$ cat src/rtl/capture_pkg.sv
// Shared definitions for the input-capture timer: register map, control/status
// bit positions and the measurement state encoding.
package capture_pkg;

  localparam logic [2:0] REG_COUNT  = 3'd0;
  localparam logic [2:0] REG_CTRL   = 3'd1;
  localparam logic [2:0] REG_PSC    = 3'd2;
  localparam logic [2:0] REG_PERIOD = 3'd3;
  localparam logic [2:0] REG_HIGH   = 3'd4;
  localparam logic [2:0] REG_STATUS = 3'd5;
  localparam logic [2:0] REG_FILTER = 3'd6;

  localparam int unsigned CTRL_ENABLE  = 0;
  localparam int unsigned CTRL_ONESHOT = 1;
  localparam int unsigned CTRL_IRQ_EN  = 2;

  localparam int unsigned STAT_VALID   = 0;
  localparam int unsigned STAT_OVERRUN = 1;
  localparam int unsigned STAT_TIMEOUT = 2;

  localparam logic [31:0] COUNT_MAX = '1;

  typedef enum logic [1:0] {
    IDLE,
    WAIT_RISE,
    HIGH_PH,
    LOW_PH
  } capture_state_t;

endpackage

$ cat src/rtl/capture_filter.sv
// Two-flop synchronizer, N-sample glitch filter and edge detector for the
// capture pin. Every change of the filtered level needs len+1 differing samples.
module capture_filter (
  input  logic       clk,
  input  logic       rst,
  input  logic       en,
  input  logic       din,
  input  logic [3:0] len,
  output logic       level,
  output logic       rise,
  output logic       fall
);

  logic       r_sync1;
  logic       r_sync2;
  logic       r_level;
  logic       r_level_d;
  logic [3:0] r_cnt;

  always_ff @(posedge clk or posedge rst) begin
    if (rst) begin
      r_sync1   <= 1'b0;
      r_sync2   <= 1'b0;
      r_level   <= 1'b0;
      r_level_d <= 1'b0;
      r_cnt     <= '0;
    end else if (en) begin
      r_sync1   <= din;
      r_sync2   <= r_sync1;
      r_level_d <= r_level;
      // A sample matching the current level restarts the run; len = 0 passes straight through.
      if (r_sync2 == r_level) begin
        r_cnt <= '0;
      end else if (r_cnt >= len) begin
        r_level <= r_sync2;
        r_cnt   <= '0;
      end else begin
        r_cnt <= r_cnt + 4'd1;
      end
    end
  end

  assign level = r_level;
  assign rise  = r_level & ~r_level_d;
  assign fall  = ~r_level & r_level_d;

endmodule

$ cat src/rtl/input_capture.sv
// Memory-mapped input-capture timer: measures period and high time of an
// external pulse train in prescaled ticks and raises a level IRQ per capture.
module input_capture
  import capture_pkg::*;
#(
  parameter logic [31:0] PRESCALER_DEFAULT_VALUE = '0,
  parameter logic [31:0] FILTER_DEFAULT_VALUE    = '0
) (
  input  logic        clk,
  input  logic        rst,
  input  logic        en,
  input  logic        chipSelect,
  input  logic        write,
  input  logic        read,
  input  logic [2:0]  addr,
  input  logic [31:0] writeData,
  input  logic        capture_in,
  output logic [31:0] readData,
  output logic        irq
);

  capture_state_t r_state, w_state_nxt;

  logic [2:0]  r_ctrl;
  logic [31:0] r_psc;
  logic [3:0]  r_filter;
  logic [31:0] r_period;
  logic [31:0] r_high;
  logic [2:0]  r_status;
  logic [31:0] r_count;
  logic [31:0] r_psc_cnt;
  logic [31:0] r_rdata;

  logic        w_rise, w_fall;
  logic        w_bus_wr, w_bus_rd;
  logic        w_wr_ctrl, w_wr_psc, w_wr_status, w_wr_filter;
  logic        w_tick, w_tmo;
  logic [2:0]  w_ctrl_wd;
  logic        w_en_eff;
  logic [31:0] w_count_inc;
  logic [31:0] w_count_nxt, w_period_nxt, w_high_nxt;
  logic [2:0]  w_status_set;
  logic        w_psc_restart;
  logic        w_oneshot_clr;
  logic [31:0] w_rmux;

  capture_filter u_filter (
    .clk   (clk),
    .rst   (rst),
    .en    (en),
    .din   (capture_in),
    .len   (r_filter),
    .level (),
    .rise  (w_rise),
    .fall  (w_fall)
  );

  assign w_bus_wr    = chipSelect & write & en;
  assign w_bus_rd    = chipSelect & read & ~write & en;
  assign w_wr_ctrl   = w_bus_wr & (addr == REG_CTRL);
  assign w_wr_psc    = w_bus_wr & (addr == REG_PSC);
  assign w_wr_status = w_bus_wr & (addr == REG_STATUS);
  assign w_wr_filter = w_bus_wr & (addr == REG_FILTER);

  assign w_tick      = (r_psc_cnt == r_psc);
  assign w_tmo       = (r_count == COUNT_MAX) & w_tick;
  assign w_count_inc = r_count + 32'(w_tick);
  assign w_ctrl_wd   = w_wr_ctrl ? writeData[2:0] : r_ctrl;
  // Disabling by bus write takes effect on the write edge itself, so nothing is captured afterwards.
  assign w_en_eff    = w_ctrl_wd[CTRL_ENABLE];

  always_ff @(posedge clk or posedge rst) begin
    if (rst) begin
      r_state <= IDLE;
    end else if (en) begin
      r_state <= w_state_nxt;
    end
  end

  always_comb begin
    w_state_nxt   = r_state;
    w_count_nxt   = r_count;
    w_period_nxt  = r_period;
    w_high_nxt    = r_high;
    w_status_set  = '0;
    w_psc_restart = 1'b0;
    w_oneshot_clr = 1'b0;
    if (!w_en_eff) begin
      w_state_nxt = IDLE;
      w_count_nxt = '0;
    end else begin
      unique case (r_state)
        IDLE: begin
          w_count_nxt = '0;
          w_state_nxt = WAIT_RISE;
        end
        WAIT_RISE: begin
          if (w_rise) begin
            w_count_nxt   = '0;
            w_psc_restart = 1'b1;
            w_state_nxt   = HIGH_PH;
          end
        end
        HIGH_PH: begin
          if (w_tmo) begin
            w_status_set[STAT_TIMEOUT] = 1'b1;
            w_count_nxt = '0;
            w_state_nxt = WAIT_RISE;
          end else begin
            w_count_nxt = w_count_inc;
            if (w_fall) begin
              w_high_nxt  = w_count_inc;
              w_state_nxt = LOW_PH;
            end
          end
        end
        LOW_PH: begin
          if (w_tmo) begin
            w_status_set[STAT_TIMEOUT] = 1'b1;
            w_count_nxt = '0;
            w_state_nxt = WAIT_RISE;
          end else if (w_rise) begin
            w_period_nxt                = w_count_inc;
            w_status_set[STAT_VALID]    = 1'b1;
            w_status_set[STAT_OVERRUN]  = r_status[STAT_VALID];
            w_count_nxt                 = '0;
            w_psc_restart               = 1'b1;
            if (r_ctrl[CTRL_ONESHOT]) begin
              w_oneshot_clr = 1'b1;
              w_state_nxt   = IDLE;
            end else begin
              w_state_nxt = HIGH_PH;
            end
          end else begin
            w_count_nxt = w_count_inc;
          end
        end
        default: w_state_nxt = IDLE;
      endcase
    end
  end

  always_comb begin
    w_rmux = '0;
    case (addr)
      REG_COUNT:  w_rmux = r_count;
      REG_CTRL:   w_rmux = {29'd0, r_ctrl};
      REG_PSC:    w_rmux = r_psc;
      REG_PERIOD: w_rmux = r_period;
      REG_HIGH:   w_rmux = r_high;
      REG_STATUS: w_rmux = {29'd0, r_status};
      REG_FILTER: w_rmux = {28'd0, r_filter};
      default:    w_rmux = '0;
    endcase
  end

  always_ff @(posedge clk or posedge rst) begin
    if (rst) begin
      r_ctrl    <= '0;
      r_psc     <= PRESCALER_DEFAULT_VALUE;
      r_filter  <= FILTER_DEFAULT_VALUE[3:0];
      r_period  <= '0;
      r_high    <= '0;
      r_status  <= '0;
      r_count   <= '0;
      r_psc_cnt <= '0;
      r_rdata   <= '0;
    end else if (en) begin
      r_ctrl    <= w_oneshot_clr ? (w_ctrl_wd & ~3'b001) : w_ctrl_wd;
      // Hardware set is OR-ed after the W1C mask so it wins a same-cycle clear.
      r_status  <= (r_status & ~(w_wr_status ? writeData[2:0] : 3'b000)) | w_status_set;
      r_period  <= w_period_nxt;
      r_high    <= w_high_nxt;
      r_count   <= w_count_nxt;
      r_psc_cnt <= (w_psc_restart || w_tick) ? '0 : r_psc_cnt + 32'd1;
      if (w_wr_psc)    r_psc    <= writeData;
      if (w_wr_filter) r_filter <= writeData[3:0];
      if (w_bus_rd)    r_rdata  <= w_rmux;
    end
  end

  assign readData = r_rdata;
  assign irq      = r_status[STAT_VALID] & r_ctrl[CTRL_IRQ_EN];

endmodule

$ cat config.mk
export PLATFORM = sky130hd
export DESIGN_NAME = input_capture
export DESIGN_NICKNAME = d
export VERILOG_FILES = /design/src/rtl/capture_pkg.sv /design/src/rtl/capture_filter.sv /design/src/rtl/input_capture.sv
export SDC_FILE = /design/constraint.sdc
export NUM_CORES = 1
export LEC_CHECK = 0
export CELL_PAD_IN_SITES_DETAIL_PLACEMENT = 0
export CELL_PAD_IN_SITES_GLOBAL_PLACEMENT = 2
export CORE_MARGIN = 2
export CORE_UTILIZATION = 40
export CTS_CLUSTER_DIAMETER = 50
export DETAILED_ROUTE_END_ITERATION = 6
export PLACE_DENSITY = 0.81
export SLEW_MARGIN = 20
export SYNTH_ARGS = -nofsm -noshare
export SYNTH_HDL_FRONTEND = slang
export SYNTH_HIERARCHICAL = 1
export SYNTH_SLANG_ARGS = --single-unit
$ cat constraint.sdc
create_clock -name clk -period 10.3 [get_ports clk]
set_input_delay 3.09 -clock clk [delete_from_list [all_inputs] [get_ports clk]]
set_output_delay 3.09 -clock clk [all_outputs]
set_load 0.01 [all_outputs]
==> metrics <==
syn nets=~1,000; core area=26,060 sq um; DIE HEIGHT=166.7 um; Remaining Overflow, GRT=0; clock sink count=~210; Post-Route Skew=0.01178 ns; Yosys cell types=63; total track usage=0.2031; Inserted Clock Buffers=28; Clock Path Buffers=3; vias in the first global route=7,536; Final Setup Violations=0; die width=approximately 170 um; Placer Congestion=0.7817; status=complete, no violations; placed cell areas=11,570 sq um; achievable frequency=between 150 and 200 MHz; Slew headroom=0.2647; Nets=1,058; Syn Area/Cell=between 10 and 15 sq um; Slew Limit Fails=0; post-route cell area=12,530 sq um; crit-path max FO=26; drt drc=0; Gate Count Post-Synth=955; DRT iter0 DRCs=443; final hold violations=0; flops & latches, synth=about 210; worst slew pin tran=1.103 ns; worst path arrival time=around 6.6 ns; synth-to-layout area growth=18.34%; via count=7,601; Synth async-reset ratio=1.000; first drt pass iteration count=5; Post-DP HPWL=18.80 mm; Mapped Area=10,590 sq um; DRT antenna net count=0; post-route setup TNS=0 ns; cts hold-fix bufs=0; Max-Cap Viols=0; Root Driver=clkbuf_16; Primary FF master, synth=dfrtp_1; routed len/inst=20.57 um; RSZ-0062 raised after global routing=no; sequential area share after synthesis=0.5009; Post-synth EDFFs=0; vias per cell=about 5.6; Worst Setup Start Kind=input pin; fin crit period=6.173 ns; Filler cells=2,431; Initial Utilization=0.4064; Worst-Skew Late Latency=0.54 ns; CTS clk-pin slew, worst paths=0.06 ns; most frequent cells after synthesis=dfrtp_1, mux2_2, nand2_1, xnor2_1, nor2_1; CTS tree=done; Post-CTS Resized=0; smallest hold slack=0.4744 ns; Period Utilization, post-route=0.5993; initial antenna violation count=0; Hold WC Path Type=reg -> reg; Worst VDD drop=111.4 uV; Die ar.=27,790 sq um; Worst Setup Path Type=in -> reg; layout cells sized above 1=0.1782; largest net degree at the start of global routing=128; fin util=0.4809; synth warn=6; Pwr Total=about 0.0023 W; # rows=59; Clock H-tree levels=1; largest area contributor in the netlist=dfrtp_1; Post-CTS Setup Inserts=0; PD cells=182.4 nW/um^2; CP required=10.68 ns; ant diodes=0; ranking of synthesized cells by area=dfrtp_1, mux2_2, xnor2_1, a22o_1, nand2_1; Setup crit end kind=flip-flop; IO Count=75; port bufs=74; cell with the most instances after synthesis=dfrtp_1; top cell type's share of synthesized area=0.5009; LEAKAGE=5.399 nW; final wirelength=28.02 mm; first-pass GRT wire length=44.65 mm
cell usage in the layout (no fill, tap or decap), drive strengths merged, types with 5 or more instances in the layout:
cell / n
a221oi: 28
a22o: 46
a22oi: 5
a31oi: 7
a32oi: 5
and2: 10
and3: 10
buf: 13
clkbuf: 37
clkdlybuf4s50: 74
dfrtp: 212
ha: 8
inv: 26
mux2: 106
mux2i: 7
nand2: 75
nand3: 31
nand4: 33
nor2: 55
nor2b: 7
nor3: 15
nor4: 6
o211ai: 6
o21ai: 48
o22ai: 5
or3: 5
xnor2: 69
xor2: 20
path summary, 6_finish.rpt:
kind | start | to | slack (ns) | cells after the start
worst max register to register | r_psc_cnt[2]$_DFFE_PP0P_ | r_count[18]$_DFFE_PP0P_ | 6.25 | 13
max in group asynchronous | rst | r_status[2]$_DFFE_PP0P_ | 5.97 | 3
worst min register to register | readData[12]$_DFFE_PP0P_ | readData[12]$_DFFE_PP0P_ | 0.47 | 2
worst max-delay path | addr[0] | r_psc_cnt[27]$_DFFE_PP0P_ | 4.13 | 7
min in group asynchronous | rst | u_filter/r_sync2$_DFFE_PP0P_ | 2.96 | 2
worst min-delay path | readData[12]$_DFFE_PP0P_ | readData[12]$_DFFE_PP0P_ | 0.47 | 2
sequential cells by signal (all words and copies together) (netlist names), 4 cells and up:
signal and cells:
r_count 32, r_high 32, r_period 32, r_psc 32, r_psc_cnt 32, readData 32
r_filter 4, u_filter/r_cnt 4
routing by layer:
layer / wire length, um / track usage / vias to the layer above / share of wire
met4: 931 / 0.06784 / 0 / 0.033
met5: 0 / 0 / - / 0
li1: - / - / 3571 / -
met2: 12660 / 0.3191 / 172 / 0.45
met1: 13290 / 0.2905 / 3808 / 0.47
met3: 1132 / 0.02828 / 50 / 0.040
cells by family after synthesis:
kind of cell    after synthesis  share of synthesized area
compound gates              174                     0.1220
xor+xnor                     89                    0.07361
fa+ha+maj                     8                   0.009452
buf+inv                      89                    0.03840
flops                       212                     0.5009
mux                         116                     0.1257
simple gates                267                     0.1298
through the flow:
step | setup slack [ns] | std cells
global route | 3.801 | 1362
detailed placement | 3.507 | 1313
floorplan | 1.643 | 955
CTS | 4.069 | 1362
global placement | 3.634 | 1313
finish | 4.127 | 1362
power by group:
group / switching, W / internal [W] / leakage (nW)
registers: 0.0000896 / 0.000898 / 2.87
clock network: 0.000369 / 0.000628 / 0.460
logic: 0.000163 / 0.000140 / 2.07
total: 0.000621 / 0.00166 / 5.40
cell type report:
class                   count  area (sq um)  share of cell area
clock inverters            12         186.4             0.01488
repair buffers             87         842.1             0.06719
inverters                  25         101.3            0.008087
well taps                 335         419.2             0.03345
flip-flops and latches    212          5305              0.4233
multi-input cells         654          4903              0.3913
clock buffers              37         774.5             0.06180
critical path, stage by stage:
cell and delay (ns):
clkdlybuf4s50_1 0.94, nand4b_1 0.27, nor2_1 0.32, mux2i_1 0.31, o2bb2ai_1 0.59, and2_1 0.88
nor2_1 0.12
Note: power is estimated with default switching activity, not from simulation.
